$ cat config.mk
export PLATFORM = sky130hd
export DESIGN_NAME = pc_next_gen_flat
export DESIGN_NICKNAME = d
export VERILOG_FILES = /design/src/rtl/riscv_pc_pkg.sv /design/src/rtl/pc_next_gen_if.sv /design/src/rtl/pc_redirect_buffer.sv /design/src/rtl/pc_next_gen.sv /design/src/flat_wrapper.sv
export SDC_FILE = /design/constraint.sdc
export NUM_CORES = 1
export LEC_CHECK = 0
export ABC_AREA = 1
export CAP_MARGIN = 20
export CELL_PAD_IN_SITES_DETAIL_PLACEMENT = 1
export CELL_PAD_IN_SITES_GLOBAL_PLACEMENT = 2
export CORE_MARGIN = 3
export CORE_UTILIZATION = 21
export CTS_CLUSTER_SIZE = 12
export DETAILED_ROUTE_END_ITERATION = 8
export GPL_TIMING_DRIVEN = 0
export PLACE_DENSITY_LB_ADDON = 0.1
export SYNTH_ARGS = -nofsm -noshare
export SYNTH_HDL_FRONTEND = slang
export SYNTH_SLANG_ARGS = --single-unit
$ cat constraint.sdc
create_clock -name CLK -period 2.1 [get_ports CLK]
set_clock_uncertainty 0.1 [all_clocks]
set_input_delay 0.42 -clock CLK [delete_from_list [all_inputs] [get_ports CLK]]
set_output_delay 0.42 -clock CLK [all_outputs]
set_load 0.05 [all_outputs]
$ cat src/rtl/riscv_pc_pkg.sv
// Shared types and constants for the next-PC generator.
// Feature macro used by the design: PC_NEXT_GEN_MISALIGN_TRAP_EN.
package riscv_pc_pkg;

    localparam int unsigned PC_W = 32;
    localparam logic [PC_W-1:0] PC_STEP = 32'd4;

    typedef enum logic [1:0] {
        StBoot = 2'd0,
        StRun  = 2'd1,
        StHold = 2'd2,
        StPend = 2'd3
    } pc_state_e;

endpackage

$ cat src/rtl/pc_next_gen_if.sv
// Bundle of PC-register link, pipeline control, fetch request and status signals.
// master: the next-PC generator; slave: the pipeline/memory side driving it.
interface pc_next_gen_if;
    import riscv_pc_pkg::*;

    logic [PC_W-1:0] pc_actual;
    logic [PC_W-1:0] pc_next;
    logic            stall;
    logic            redirect_valid;
    logic [PC_W-1:0] redirect_target;
    logic            imem_req_valid;
    logic            imem_req_ready;
    logic            kill_resp;
    logic            misalign_trap;

    modport master (
        input  pc_actual,
        input  stall,
        input  redirect_valid,
        input  redirect_target,
        input  imem_req_ready,
        output pc_next,
        output imem_req_valid,
        output kill_resp,
        output misalign_trap
    );

    modport slave (
        output pc_actual,
        output stall,
        output redirect_valid,
        output redirect_target,
        output imem_req_ready,
        input  pc_next,
        input  imem_req_valid,
        input  kill_resp,
        input  misalign_trap
    );

endinterface

$ cat src/rtl/pc_redirect_buffer.sv
// Holds a redirect that arrived while a fetch was still outstanding.
// The first load wins; later loads are locked out until clear or reset.
// With PC_NEXT_GEN_MISALIGN_TRAP_EN defined, a trap flag is stored with the target.
module pc_redirect_buffer
    import riscv_pc_pkg::*;
(
    input  logic            CLK,
    input  logic            reset,
    input  logic            load_i,
    input  logic            clear_i,
    input  logic [PC_W-1:0] target_i,
`ifdef PC_NEXT_GEN_MISALIGN_TRAP_EN
    input  logic            trap_i,
    output logic            trap_o,
`endif
    output logic [PC_W-1:0] target_o
);

    logic            valid_q, valid_d;
    logic [PC_W-1:0] target_q, target_d;
`ifdef PC_NEXT_GEN_MISALIGN_TRAP_EN
    logic            trap_q, trap_d;
`endif

    // Next-state: clear has priority, load only accepted while empty.
    always_comb begin
        valid_d  = valid_q;
        target_d = target_q;
`ifdef PC_NEXT_GEN_MISALIGN_TRAP_EN
        trap_d   = trap_q;
`endif
        if (clear_i) begin
            valid_d  = 1'b0;
            target_d = '0;
`ifdef PC_NEXT_GEN_MISALIGN_TRAP_EN
            trap_d   = 1'b0;
`endif
        end else if (load_i && !valid_q) begin
            valid_d  = 1'b1;
            target_d = target_i;
`ifdef PC_NEXT_GEN_MISALIGN_TRAP_EN
            trap_d   = trap_i;
`endif
        end
    end

    // Capture register, synchronously cleared by reset.
    always_ff @(posedge CLK) begin
        if (reset) begin
            valid_q  <= 1'b0;
            target_q <= '0;
`ifdef PC_NEXT_GEN_MISALIGN_TRAP_EN
            trap_q   <= 1'b0;
`endif
        end else begin
            valid_q  <= valid_d;
            target_q <= target_d;
`ifdef PC_NEXT_GEN_MISALIGN_TRAP_EN
            trap_q   <= trap_d;
`endif
        end
    end

    assign target_o = target_q;
`ifdef PC_NEXT_GEN_MISALIGN_TRAP_EN
    assign trap_o   = trap_q;
`endif

endmodule

$ cat src/rtl/pc_next_gen.sv
// Next-PC generator: boot, sequential fetch, redirects and stalls, while never moving
// the fetch address under an outstanding request. Flags wrong-path responses.
// PC_NEXT_GEN_MISALIGN_TRAP_EN: misaligned redirects go to TRAP_VECTOR and pulse
// misalign_trap; otherwise targets are force-aligned and misalign_trap stays 0.
module pc_next_gen
    import riscv_pc_pkg::*;
#(
    parameter logic [PC_W-1:0] RESET_VECTOR = 32'h0000_0000,
    parameter logic [PC_W-1:0] TRAP_VECTOR  = 32'h0000_0100
) (
    input  logic          CLK,
    input  logic          reset,
    pc_next_gen_if.master bus_io
);

    pc_state_e       state_q, state_d;
    logic            acc;
    logic            buf_load, buf_clear;
    logic [PC_W-1:0] aligned_target, resolved_target;
    logic            resolved_trap;
    logic [PC_W-1:0] pend_target;
    logic            pend_trap;

    assign aligned_target = bus_io.redirect_target & ~(PC_STEP - 32'd1);
`ifdef PC_NEXT_GEN_MISALIGN_TRAP_EN
    assign resolved_trap  = (bus_io.redirect_target[1:0] != 2'b00);
`else
    assign resolved_trap  = 1'b0;
`endif
    assign resolved_target = resolved_trap ? TRAP_VECTOR : aligned_target;

    assign acc = bus_io.imem_req_valid && bus_io.imem_req_ready;

    pc_redirect_buffer u_redirect_buffer (
        .CLK      (CLK),
        .reset    (reset),
        .load_i   (buf_load),
        .clear_i  (buf_clear),
        .target_i (resolved_target),
`ifdef PC_NEXT_GEN_MISALIGN_TRAP_EN
        .trap_i   (resolved_trap),
        .trap_o   (pend_trap),
`endif
        .target_o (pend_target)
    );

`ifndef PC_NEXT_GEN_MISALIGN_TRAP_EN
    assign pend_trap = 1'b0;
`endif

    // Next state, next-PC mux and Mealy outputs.
    always_comb begin
        state_d               = state_q;
        bus_io.pc_next        = bus_io.pc_actual;
        bus_io.imem_req_valid = 1'b0;
        bus_io.misalign_trap  = 1'b0;
        buf_load              = 1'b0;
        buf_clear             = 1'b0;

        unique case (state_q)
            StBoot: begin
                bus_io.pc_next = RESET_VECTOR;
                state_d        = StRun;
            end
            StRun, StHold: begin
                // Once raised, a request is held until accepted regardless of stall.
                bus_io.imem_req_valid = (state_q == StHold) || !bus_io.stall;
                if (bus_io.redirect_valid) begin
                    if (!bus_io.imem_req_valid || acc) begin
                        bus_io.pc_next       = resolved_target;
                        bus_io.misalign_trap = resolved_trap;
                        state_d              = StRun;
                    end else begin
                        buf_load = 1'b1;
                        state_d  = StPend;
                    end
                end else if (acc) begin
                    bus_io.pc_next = bus_io.pc_actual + PC_STEP;
                    state_d        = StRun;
                end else if (bus_io.imem_req_valid) begin
                    state_d = StHold;
                end
            end
            StPend: begin
                // Later redirects are wrong-path; the captured one wins.
                bus_io.imem_req_valid = 1'b1;
                if (acc) begin
                    bus_io.pc_next       = pend_target;
                    bus_io.misalign_trap = pend_trap;
                    buf_clear            = 1'b1;
                    state_d              = StRun;
                end
            end
            default: state_d = StBoot;
        endcase

        if (reset) begin
            state_d               = StBoot;
            bus_io.pc_next        = RESET_VECTOR;
            bus_io.imem_req_valid = 1'b0;
            bus_io.misalign_trap  = 1'b0;
            buf_load              = 1'b0;
            buf_clear             = 1'b0;
        end
    end

    // kill_resp derives from the final request valid so reset masks it too.
    assign bus_io.kill_resp = bus_io.imem_req_valid && bus_io.imem_req_ready &&
                              ((state_q == StPend) || bus_io.redirect_valid);

    // State register with synchronous reset.
    always_ff @(posedge CLK) begin
        if (reset) begin
            state_q <= StBoot;
        end else begin
            state_q <= state_d;
        end
    end

endmodule

$ cat src/flat_wrapper.sv
// flat-port wrapper written by rule: the top's interface ports become plain ports
module pc_next_gen_flat import riscv_pc_pkg::*;
#(
    parameter logic [PC_W-1:0] RESET_VECTOR = 32'h0000_0000,
    parameter logic [PC_W-1:0] TRAP_VECTOR  = 32'h0000_0100
)
  (CLK, reset, bus_io_pc_actual, bus_io_stall, bus_io_redirect_valid, bus_io_redirect_target, bus_io_imem_req_ready, bus_io_pc_next, bus_io_imem_req_valid, bus_io_kill_resp, bus_io_misalign_trap);
  pc_next_gen_if bus_io_i ();
  input  logic CLK;
  input  logic reset;
  input wire logic [$bits(bus_io_i.pc_actual)-1:0] bus_io_pc_actual;
  input wire logic [$bits(bus_io_i.stall)-1:0] bus_io_stall;
  input wire logic [$bits(bus_io_i.redirect_valid)-1:0] bus_io_redirect_valid;
  input wire logic [$bits(bus_io_i.redirect_target)-1:0] bus_io_redirect_target;
  input wire logic [$bits(bus_io_i.imem_req_ready)-1:0] bus_io_imem_req_ready;
  output wire logic [$bits(bus_io_i.pc_next)-1:0] bus_io_pc_next;
  output wire logic [$bits(bus_io_i.imem_req_valid)-1:0] bus_io_imem_req_valid;
  output wire logic [$bits(bus_io_i.kill_resp)-1:0] bus_io_kill_resp;
  output wire logic [$bits(bus_io_i.misalign_trap)-1:0] bus_io_misalign_trap;
  assign bus_io_i.pc_actual = bus_io_pc_actual;
  assign bus_io_i.stall = bus_io_stall;
  assign bus_io_i.redirect_valid = bus_io_redirect_valid;
  assign bus_io_i.redirect_target = bus_io_redirect_target;
  assign bus_io_i.imem_req_ready = bus_io_imem_req_ready;
  assign bus_io_pc_next = bus_io_i.pc_next;
  assign bus_io_imem_req_valid = bus_io_i.imem_req_valid;
  assign bus_io_kill_resp = bus_io_i.kill_resp;
  assign bus_io_misalign_trap = bus_io_i.misalign_trap;
  pc_next_gen #(.RESET_VECTOR(RESET_VECTOR), .TRAP_VECTOR(TRAP_VECTOR)) u_core (.CLK(CLK), .reset(reset), .bus_io(bus_io_i));
endmodule
==> results.toml, run 1 <==
[floorplan]
die_h_um = 143.4
io_pins = 104
start_util_pct = 21.69
core-area_um2 = 18270
rows = 49
die_w_um = 143.4
die_area_um2 = 20550

[power]
power-per-cell-area_nw_per_um2 = 938.3
peakVddDrop_v = 0.0005130
power_w = 0.006466
p_leak_nw = 3.060

[detailed_routing]
via_count = 5356
drc = 0
vias_per_cell = 4.698
first_iter_violations = 203
first_pass_iters = 4
avgRoutedWirePerCell_um = 18.14
finalWirelength_um = 20680
antenna_left = 0

[global_route]
grtUsageMet3_pct = 2.762
grt_max_degree = 11
gr-usage-all-layers_pct = 20.17
met1_usage_pct = 25.05
grt_pass1_vias = 5743
grt_busiest_layer = "met2"
grt_pass1_wl_um = 31700
gr-total-overflow = 0
antenna_found_initial = 0
grtUsageMet2_pct = 36.84

[place]
place.gp.congestion = 0.8442
dp_hpwl_um = 14910
portBuffers = 99
pre_cts_ws_ns = -1.907
place_inst = 1105

[clocking]
path_clk_slew_ns = 0.07
htreeDepth = 2
clock_path_buffers = 2
cts_root_buf = "clkbuf_16"
cts_tree = "yes"
cts_buffers = 5
clock_latency_ns = 0.30
cts.sinks = 33

[critical_path]
crit_buf_inv = 7
critical-path-max-stage-delay_ns = 0.38
critPathSlowestCell = "dfxtp_4"
worst-path-max-fanout = 10
critPathTopFamily = "buffers and inverters"
crit_path_start_kind = "flip-flop"
critPathKind = "reg2out"
end_kind = "primary output"
worst_ep_required_time_ns = 1.58
crit_path_cell_trace = "inv_4, ha_4, nor2_4, nand3_4, buf_6, inv_2, nand2_2, inv_2, buf_12, buf_12, a21oi_2, a21oi_4, buf_6"
critPathArrivalTime_ns = 2.38

[cells_and_area]
fin_cells = 1140
fillers = 2363
drive_above_1_share_pct = 29.86
syn_to_final_growth_pct = 73.92
nNetsFinal = 984
finish.utilization_pct = 37.72
diodes = 0

[sta]
layout_min_cycle_time_ns = 2.896
tightest_slew_ns = 0.8668
finalCritPeriodShare_pct = 137.9
hold_violations = 0
relSlewSlack_pct = 42.22
slew_violations = 0
setup_ws_ns = -0.7961
whs_ns = 0.4214
rsz0062_at_grt = "yes"
setup_viol = 65
fmax_ghz = 0.3453

[logic_synthesis]
seq_area_frac_synth_pct = 16.67
ys_warn_count = 0
syn_area_um2 = 3963
synth_cell_types = 29
avgSynthCellArea_um2 = 5.120
synth_seq_cells = 33
syn_inst = 774
synth.net_count = 847

[status]
status = "finished, violations left"
violations = "setup timing"

[run]
maxCapViolations = 0

[hold_path]
hold_class = "reg2reg"
## report_power, final
| part | internal, W | total (W) | switching (W) |
|---|---|---|---|
| combinational | 0.00180 | 0.00481 | 0.00302 |
| sequential | 0.000749 | 0.000845 | 0.0000967 |
| clock | 0.000468 | 0.000806 | 0.000338 |
| total | 0.00301 | 0.00647 | 0.00345 |
## registers in the layout, summed over array words and instances (netlist names)
register,count
u_core.u_redirect_buffer.target_o,30
u_core.u_redirect_buffer.valid_q,1
u_core.state_q,2
## routing by layer
layer  share of wire [%]  vias to the layer above
li1                    -                     2687
met1                  45                     2553
met4                 1.8                        0
met5                   0                        -
met2                  51                       92
met3                 3.1                       24
## cells in the mapped netlist, drive strengths merged
library cell    n  share of area (%)
a21boi          1               0.19
a21oi          61                8.5
and3            1               0.16
buf            33                4.8
clkbuf         10               0.95
conb            1              0.095
dfxtp          33                 17
ha              4                1.3
inv            93                8.8
nand2         259                 25
nand3          59                8.6
nand3b          5               0.95
nand4          29                5.0
nor2          170                 17
nor3            3               0.38
o21ai           9                1.1
xnor2           1               0.22
xor2            2               0.44
## worst register-to-register path, delay by kind of cell (launching register included)
family / cells / cell delay (ns)
adders and majority gates: 1 / 0.17
and+or+nand+nor: 10 / 0.93
DFF: 1 / 0.38
buffers and inverters: 6 / 0.69
## worst paths after layout
check	startpoint	endpoint	slack, ns	cells past startpoint
setup / recovery	u_core.state_q[0]$_SDFFE_PP0P_	bus_io_pc_next[17]	-0.80	13
hold / removal	u_core.u_redirect_buffer.target_o[28]$_SDFFE_PP0P_	u_core.u_redirect_buffer.target_o[28]$_SDFFE_PP0P_	0.42	4
setup reg to reg	u_core.state_q[0]$_SDFFE_PP0P_	u_core.u_redirect_buffer.target_o[22]$_SDFFE_PP0P_	-0.22	17
hold reg to reg	u_core.u_redirect_buffer.target_o[28]$_SDFFE_PP0P_	u_core.u_redirect_buffer.target_o[28]$_SDFFE_PP0P_	0.42	4
## logic make-up (layout without fill, tap and decap cells)
group           after synthesis  after routing  synth area share, %
compound gates               71             71                9.788
xor+xnor                      3              3               0.6632
fa+ha+maj                     4              4                1.263
buf+inv                     136            269                14.59
flops                        33             33                16.67
other cells                   1              1              0.09464
simple gates                526            530                56.93
## stage by stage
stage | setup TNS, ns | area (um^2)
floorplan | -8.739 | 4354
global placement | -74.25 | 5632
detailed placement | -74.25 | 5677
CTS | -25.69 | 6618
global route | -35.68 | 6892
finish | -28.83 | 6892
## cell type report
type	instances	area (um^2)	area share, %
clock buffers	7	142.6	2.070
multi-input cells	609	3587	52.05
flip-flops and latches	33	668.1	9.695
plain buffers	42	437.9	6.354
repair buffers	127	1415	20.53
well taps	229	286.5	4.158
inverters	93	354.1	5.138
## placed cells by master (no fill, tap or decap), drive strengths merged
cell / netlist / final
nand3: 59 / 60
inv: 93 / 93
buf: 33 / 95
a21boi: 1 / 1
nand2: 259 / 259
xnor2: 1 / 1
and3: 1 / 1
clkdlybuf4s50: 0 / 49
xor2: 2 / 2
nor3: 3 / 3
clkdlybuf4s15: 0 / 1
clkbuf: 10 / 17
dfxtp: 33 / 33
a21oi: 61 / 61
nor2: 170 / 172
nand3b: 5 / 5
conb: 1 / 1
dlygate4sd2: 0 / 14
nand4: 29 / 30
ha: 4 / 4
o21ai: 9 / 9
## timing repair
action                                  CTS  global route
cloned                                    8             1
pin swaps                                23            18
buffers inserted                         15             5
endpoints found under the setup margin   67            66
resized for setup                       394            62
hold buffers                              0             0
No activity file was read; power rests on OpenSTA's default activity.
==> run 2: changes to the inputs <==
--- a/config.mk
+++ b/config.mk
@@ -15,6 +15,7 @@
 export DETAILED_ROUTE_END_ITERATION = 8
 export GPL_TIMING_DRIVEN = 0
 export PLACE_DENSITY_LB_ADDON = 0.1
+export SETUP_SLACK_MARGIN = 0.2
 export SYNTH_ARGS = -nofsm -noshare
 export SYNTH_HDL_FRONTEND = slang
 export SYNTH_SLANG_ARGS = --single-unit
==> run 2 against run 1 <==
  * Hold slack gained 0.0052 ns
  * Final cell count rose by 1.1%
  * Clock power grew 1%
  * Sequential power fell by 0.9%
  * The run still ends with setup timing left
  * Worst setup slack worse by 0.019 ns
  * Power rose by 5.6%
  * Combinational power is 7.7% higher
  * Largest power group unchanged
  * Critical path depth rose by 1
==> results.toml, run 2 (synthesis results as in run 1) <==
[place]
place.gp.congestion = 0.8442
dp_hpwl_um = 14910
pre_cts_ws_ns = -1.907
portBuffers = 99
place_inst = 1105

[critical_path]
worst_ep_required_time_ns = 1.58
end_kind = "primary output"
critPathKind = "reg2out"
rrSetupSlack_ns = -0.36
worst-path-max-fanout = 10
critPathArrivalTime_ns = 2.39
crit_path_start_kind = "flip-flop"

[sta]
tightest_slew_ns = 0.8656
slew_violations = 0
setup_viol = 65
rsz0062_at_grt = "yes"
layout_min_cycle_time_ns = 2.915
relSlewSlack_pct = 42.29
fmax_ghz = 0.3431
finalCritPeriodShare_pct = 138.8
hold_violations = 0
whs_ns = 0.4266
setup_ws_ns = -0.8150

[detailed_routing]
finalWirelength_um = 21420
via_count = 5457
avgRoutedWirePerCell_um = 18.58
first_pass_iters = 4
antenna_left = 0
first_iter_violations = 207
vias_per_cell = 4.733
drc = 0

[power]
peakVddDrop_v = 0.0005190
p_leak_nw = 3.192
power-per-cell-area_nw_per_um2 = 935.0

[global_route]
grt_busiest_layer = "met2"
grt_pass1_vias = 5798
grt_max_degree = 11
grtUsageMet2_pct = 36.16
met1_usage_pct = 25.33
grtUsageMet3_pct = 3.128
antenna_found_initial = 0
gr-total-overflow = 0
grt_pass1_wl_um = 32020
gr-usage-all-layers_pct = 20.35

[clocking]
cts_tree = "yes"
htreeDepth = 2
path_clk_slew_ns = 0.07
clock_latency_ns = 0.30
clock_path_buffers = 2
cts_root_buf = "clkbuf_16"
cts.sinks = 33
cts_buffers = 5

[status]
violations = "setup timing"
status = "finished, violations left"

[floorplan]
start_util_pct = 21.69
die_h_um = 143.4
die_w_um = 143.4
rows = 49
die_area_um2 = 20550
io_pins = 104
core-area_um2 = 18270

[cells_and_area]
drive_above_1_share_pct = 35.17
fillers = 2353
layout_commonest_cell = "nand2_1"
diodes = 0
fin_cells = 1153
largest_reg_flops = 30
nNetsFinal = 997
syn_to_final_growth_pct = 84.37
mostFrequentLayoutCells = "nand2_1 (187), nor2_1 (129), inv_1 (87)"

[hold_path]
hold_class = "reg2reg"

[run]
maxCapViolations = 0
run 2: worst paths after layout:
path                                                      start                                                  to  cells after the start
max                              u_core.state_q[0]$_SDFFE_PP0P_                                   bus_io_pc_next[4]                     14
min          u_core.u_redirect_buffer.target_o[27]$_SDFFE_PP0P_  u_core.u_redirect_buffer.target_o[27]$_SDFFE_PP0P_                      4
max reg2reg                      u_core.state_q[1]$_SDFFE_PP0P_   u_core.u_redirect_buffer.target_o[8]$_SDFFE_PP0P_                     17
min reg2reg  u_core.u_redirect_buffer.target_o[27]$_SDFFE_PP0P_  u_core.u_redirect_buffer.target_o[27]$_SDFFE_PP0P_                      4
run 2: per-stage QoR:
stage | instance area, um^2 | setup TNS, ns | util (%) | power, W
floorplan | 4354 | -8.739 | - | 0.003596
CTS | 6843 | -28.48 | 37.45 | 0.006510
detailed placement | 5677 | -74.25 | 31.07 | 0.004801
global route | 7306 | -39.50 | 39.99 | 0.007286
global placement | 5632 | -74.25 | 30.82 | 0.004688
finish | 7306 | -32.62 | 39.99 | 0.006831
run 2: timing repair:
item,CTS,global route
setup buffers,21,5
pin swaps,38,38
hold buffers,0,0
setup endpoints to repair,67,67
gates resized for setup,422,97
cloned,11,4
run 2: power by group:
part | total [W] | switching, W | internal [W]
Sequential | 0.000837 | 0.0000883 | 0.000748
Clock | 0.000816 | 0.000347 | 0.000468
Combinational | 0.00518 | 0.00318 | 0.00200
Total | 0.00683 | 0.00362 | 0.00322
run 2: worst max-delay path, stage by stage (launching register included):
cell and delay, ns:
dfxtp_4 0.38, inv_4 0.04, ha_4 0.26, buf_8 0.09
nand2_4 0.06, nand2_8 0.08, nand3_4 0.13, buf_12 0.21
buf_12 0.14, nand2_2 0.05, nand2_1 0.05, nand2_1 0.07
nand4_1 0.17, a21oi_4 0.19, buf_6 0.17
run 2: cell type report:
| cell class | count | area, um^2 | share of cell area (%) |
|---|---|---|---|
| multi-input cells | 609 | 3784 | 51.79 |
| well taps | 229 | 286.5 | 3.922 |
| repair buffers | 139 | 1627 | 22.26 |
| clock buffers | 7 | 142.6 | 1.952 |
| flip-flops and latches | 33 | 668.1 | 9.145 |
| inverters | 93 | 356.6 | 4.881 |
| plain buffers | 43 | 441.7 | 6.046 |
run 2: routing by layer:
layer | wire length (um) | part of all wire (%)
met1 | 9351 | 44
met3 | 756 | 3.5
met5 | 0 | 0
met4 | 486 | 2.3
met2 | 10820 | 51
==> variant 1, RTL diff (flow settings as in run 1) <==
`PC_W`: 32 -> 24.
--- a/src/rtl/riscv_pc_pkg.sv
+++ b/src/rtl/riscv_pc_pkg.sv
@@ -2,7 +2,7 @@
 // Feature macro used by the design: PC_NEXT_GEN_MISALIGN_TRAP_EN.
 package riscv_pc_pkg;
 
-    localparam int unsigned PC_W = 32;
+    localparam int unsigned PC_W = 24;
     localparam logic [PC_W-1:0] PC_STEP = 32'd4;
 
     typedef enum logic [1:0] {
Ports: changed (resized bus_io_pc_actual, bus_io_pc_next and bus_io_redirect_target); port bits go from 104 to 80. The function was not compared with the original's and may differ.
==> variant 1 against run 1 <==
- the run still ends with negative setup slack left
- area after synthesis is 26% lower
- setup slack better by 100 ps
- sequential cell count is 8 lower
- cell count is 25% lower
- non-clock buffer count is 35 lower
- routed wire length is 28% lower
- total power is 24% lower
- final area is 25% lower
- largest power group unchanged
- highest routed layer unchanged
==> variant 1: results <==
group,metric,value,unit
clock_tree,clockRootBuffer,"clkbuf_16",
place,dpl_cell_area,4250,um2
grt,grt_pass1_vias,4440,
grt,track_usage,19.0,%
clock_tree,holdBufCountCts,0,
clock_tree,clkLatencyLatePin,270,ps
clock_tree,htree_levels,1,
pwr,switching_share,53.3,%
place,pre_cts_slack,-1900,ps
timing,setup_viol,45,
final_layout,largest_reg_flops,22,
final_layout,layout.nets,736,
detailed_routing,drt-initial-drc-count,121,
yosys,ys_warn_count,0,
detailed_routing,drt-total-wl,14900,um
clock_tree,post_cts_resized,310,
clock_tree,cts_buffers,3,
pwr,max-vdd-ir-drop,0.435,mV
yosys,synth_top_cell_by_area,"nand2_1",
timing,finalSetupTns,-15960,ps
final_layout,n_antenna_cell,0,
detailed_routing,detail_route.vias_per_cell,4.79,
grt,antenna_found_initial,0,
pwr,p_leak,2.32,nW
timing,max_slew_margin,52.1,%
grt,grt_pass1_wl,23700,um
detailed_routing,routed.top_layer,"met4",
yosys,synth_nets,626,
detailed_routing,met1_length,6190,um
grt,met3_usage,2.19,%
yosys,synthTopCellsByArea,"nand2_1 (24%), dfxtp_1 (17%), nor2_1 (14%)",
worst_setup_path,critical_path.top_delay_family,"simple AND/OR/NAND/NOR gates",
yosys,ys_seq_area_share,17.0,%
detailed_routing,route.met2.wl,8040,um
yosys,synth_common_cells,"nand2_1 (189), nor2_1 (108), inv_1 (67), a21oi_1 (44), nand3_1 (39)",
place,numPortBuffers,75,
run_status,violations,"negative setup slack",
place,gp_congestion,0.775,
detailed_routing,met3WireLength,383,um
detailed_routing,vias,4087,
yosys,synth_ff_type,"dfxtp_1",
clock_tree,postCtsSetupRepairBufs,20,
run_status,status,"finished, violations left",
final_layout,drive_above_1_share,31.4,%
grt,grt_max_degree,14,
yosys,syn_inst,569,
grt,grtUsageMet2,36.5,%
timing,layout_setup_ws,-696,ps
place,hpwl,11500,um
grt,global_route.usage.met1,22.3,%
worst_setup_path,cp_max_fo,5,
place,dpl.cell_count,822,
yosys,ys_types,32,
==> variant 1: metrics by stage <==
stage / hold slack, ps / power (W)
CTS: 430 / 0.00475
finish: 426 / 0.00490
detailed placement: 412 / 0.00369
global placement: 395 / 0.00357
floorplan: 372 / 0.00278
global route: 468 / 0.00523
==> variant 1: worst paths after layout <==
check        cells after the start                                   from  slack (ps)                                     to
max                             13                      u_core.state_q[0]        -700                     bus_io_pc_next[16]
min                              4  u_core.u_redirect_buffer.target_o[21]         430  u_core.u_redirect_buffer.target_o[21]
max reg2reg                     16                      u_core.state_q[0]         -40  u_core.u_redirect_buffer.target_o[20]
min reg2reg                      4  u_core.u_redirect_buffer.target_o[21]         430  u_core.u_redirect_buffer.target_o[21]
==> variant 1: logic make-up after synthesis <==
| logic type | count (synthesis) | synth area share (%) |
|---|---|---|
| and+or+nand+nor | 380 | 56.3 |
| buffers and inverters | 100 | 14.2 |
| AOI/OAI and AO/OA | 56 | 9.81 |
| DFF | 25 | 17.0 |
| adders and majority gates | 4 | 1.70 |
| xor gates and xnor gates | 3 | 0.892 |
| other | 1 | 0.127 |
==> variant 1: power by group through the flow <==
stage / sequential (W) / combinational [W] / clock [W]
2_1_floorplan: 0.000612 / 0.00216 / 0
3_3_place_gp: 0.000643 / 0.00293 / 0
3_5_place_dp: 0.000646 / 0.00304 / 0
4_1_cts: 0.000664 / 0.00361 / 0.000470
5_1_grt: 0.000677 / 0.00407 / 0.000482
6_report: 0.000667 / 0.00378 / 0.000457
==> variant 1: area by class of cell <==
class / instances / area [um2]
buffer: 29 / 262
inverter: 70 / 275
tap: 176 / 220
timing repair buffer: 105 / 1140
multi-input combinational: 445 / 2690
sequential: 25 / 508
fill: 1739 / 8340
clock buffer: 4 / 78.8
==> variant 2, RTL diff (settings of run 1) <==
Without the edit above. Re-encode `pc_state_e` (4 states) as Gray code, 2 bits wide.
--- a/src/rtl/riscv_pc_pkg.sv
+++ b/src/rtl/riscv_pc_pkg.sv
@@ -6,10 +6,10 @@
     localparam logic [PC_W-1:0] PC_STEP = 32'd4;
 
     typedef enum logic [1:0] {
-        StBoot = 2'd0,
-        StRun  = 2'd1,
-        StHold = 2'd2,
-        StPend = 2'd3
+        StBoot = 2'b00,
+        StRun  = 2'b01,
+        StHold = 2'b11,
+        StPend = 2'b10
     } pc_state_e;
 
 endpackage
Check against the original RTL: same outputs for any inputs over 10 cycles, from zero or initial values and one cycle with reset high; not proved beyond that.
==> variant 2 against run 1 <==
- the flow still finishes with violations (negative setup slack)
- fmax is 12% higher
- critical path type unchanged
- final area is 6.6% lower
- setup slack better by 300 ps
- routed wire length is 9.2% lower
- via count is 11% lower
- area after synthesis is 15% lower
- critical path depth is 1 lower
- sequential cell count stayed put
Power is not compared: it rests on default switching activity, and its combinational part moved more than twofold at a synthesized area within 25%.
==> variant 2: results <==
group,metric,value,unit
yosys,ys_types,30,
worst_setup_path,crit_arrival,2070,ps
clock_tree,clkLatencyLatePin,300,ps
final_layout,drive_above_1_share,40.2,%
yosys,ys_seq_area_share,19.5,%
final_layout,layout.nets,830,
final_layout,fin_cells,972,
run_status,status,"finished, violations left",
clock_tree,htree_levels,2,
yosys,async_flop_share,0,%
clock_tree,clockBufferDepth,2,
yosys,synth_common_cells,"nor2_1 (148), nand2_1 (140), nand3_1 (58), inv_1 (47), o21ai_1 (38)",
final_layout,n_antenna_cell,0,
place,hpwl,13900,um
pwr,p_leak,2.48,nW
grt,grt_pass1_vias,5166,
timing,layout_setup_ws,-494,ps
place,dpl.cell_count,940,
detailed_routing,drt-initial-drc-count,185,
clock_tree,path_clk_slew,60,ps
grt,track_usage,20.9,%
run_status,violations,"negative setup slack",
min_path,hp-class,"in2reg",
clock_tree,cts_buffers,5,
grt,antenna_found_initial,0,
worst_setup_path,cp_max_fo,6,
timing,worst_pin_slew,763,ps
final_layout,fillers,1898,
timing,setup_viol,33,
yosys,synthTopCellsByArea,"dfxtp_1 (20%), nor2_1 (16%), nand2_1 (16%)",
place,pre_cts_slack,-1770,ps
detailed_routing,dr.pass1.iters,4,
timing,finalSetupTns,-14180,ps
yosys,syn_inst,627,
die,initial_core_util,21.8,%
place,gp_congestion,0.881,
detailed_routing,routedWlPerCell,19.3,um
detailed_routing,detail_route.vias_per_cell,4.91,
grt,grt_pass1_wl,28900,um
grt,grt_max_degree,11,
yosys,synth_nets,697,
place,numPortBuffers,99,
variant 2: cell type report:
type / instances / share of cell area, %
clock buffers: 7 / 2.22
inverters: 53 / 3.29
repair buffers: 126 / 20.9
clock inverters: 1 / 0.467
well taps: 211 / 4.10
plain buffers: 40 / 6.79
flip-flops and latches: 33 / 10.4
multi-input cells: 501 / 51.8
variant 2: through the flow:
stage / hold slack, ps / power (W) / instance area [um2]
finish: 235 / 0.00294 / 6430
global route: 233 / 0.00308 / 6430
CTS: 229 / 0.00291 / 6210
detailed placement: 360 / 0.00182 / 5170
global placement: 351 / 0.00180 / 5110
floorplan: 341 / 0.00138 / 3860
variant 2: worst max-delay path: stages (launching register included):
cell     delay, ps
dfxtp_4        400
nor2_4          60
nor2_4         110
nand3_4        180
buf_12         210
nor2_4         130
buf_12         140
nand2_1         60
nand2_1         80
nand3_2         80
nand2_2         90
a21oi_4         60
buf_6          180
variant 2: layer usage:
metal,vias to the layer above,global-route usage (%),wire [um]
met5,-,0,0
li1,2336,-,-
met2,97,35.4,9110
met4,0,4.27,208
met3,14,3.00,624
met1,2326,28.1,8830
variant 2: worst paths after layout:
check	cells past startpoint	start	slack, ps	to
worst max register to register	10	u_core.state_q[1]	110	u_core.u_redirect_buffer.target_o[21]
worst min-delay path	2	reset	230	u_core.state_q[0]
worst max-delay path	12	u_core.state_q[0]	-490	bus_io_pc_next[31]
worst min register to register	1	u_core.u_redirect_buffer.valid_q	370	u_core.u_redirect_buffer.valid_q
variant 2: power by group:
| group | switching [W] | total, W | internal, W | leakage, nW |
|---|---|---|---|---|
| sequential | 0.0000258 | 0.000680 | 0.000654 | 0.269 |
| clock | 0.000326 | 0.000920 | 0.000594 | 0.0841 |
| combinational | 0.000815 | 0.00134 | 0.000527 | 2.12 |
variant 2: cells by family after synthesis:
group	share of synthesized area [%]
AOI/OAI and AO/OA	18.4
xor gates and xnor gates	0.777
adders and majority gates	0.370
buffers and inverters	11.7
DFF	19.5
other	0.111
and+or+nand+nor	49.1
variant 2: what timing repair did:
| action | 4_1_cts | 5_1_grt |
|---|---|---|
| gates cloned | 4 | 1 |
| resized for setup | 451 | 76 |
| setup buffers | 16 | 3 |
| endpoints found under the setup margin | 66 | 63 |
| pin swaps | 33 | 29 |
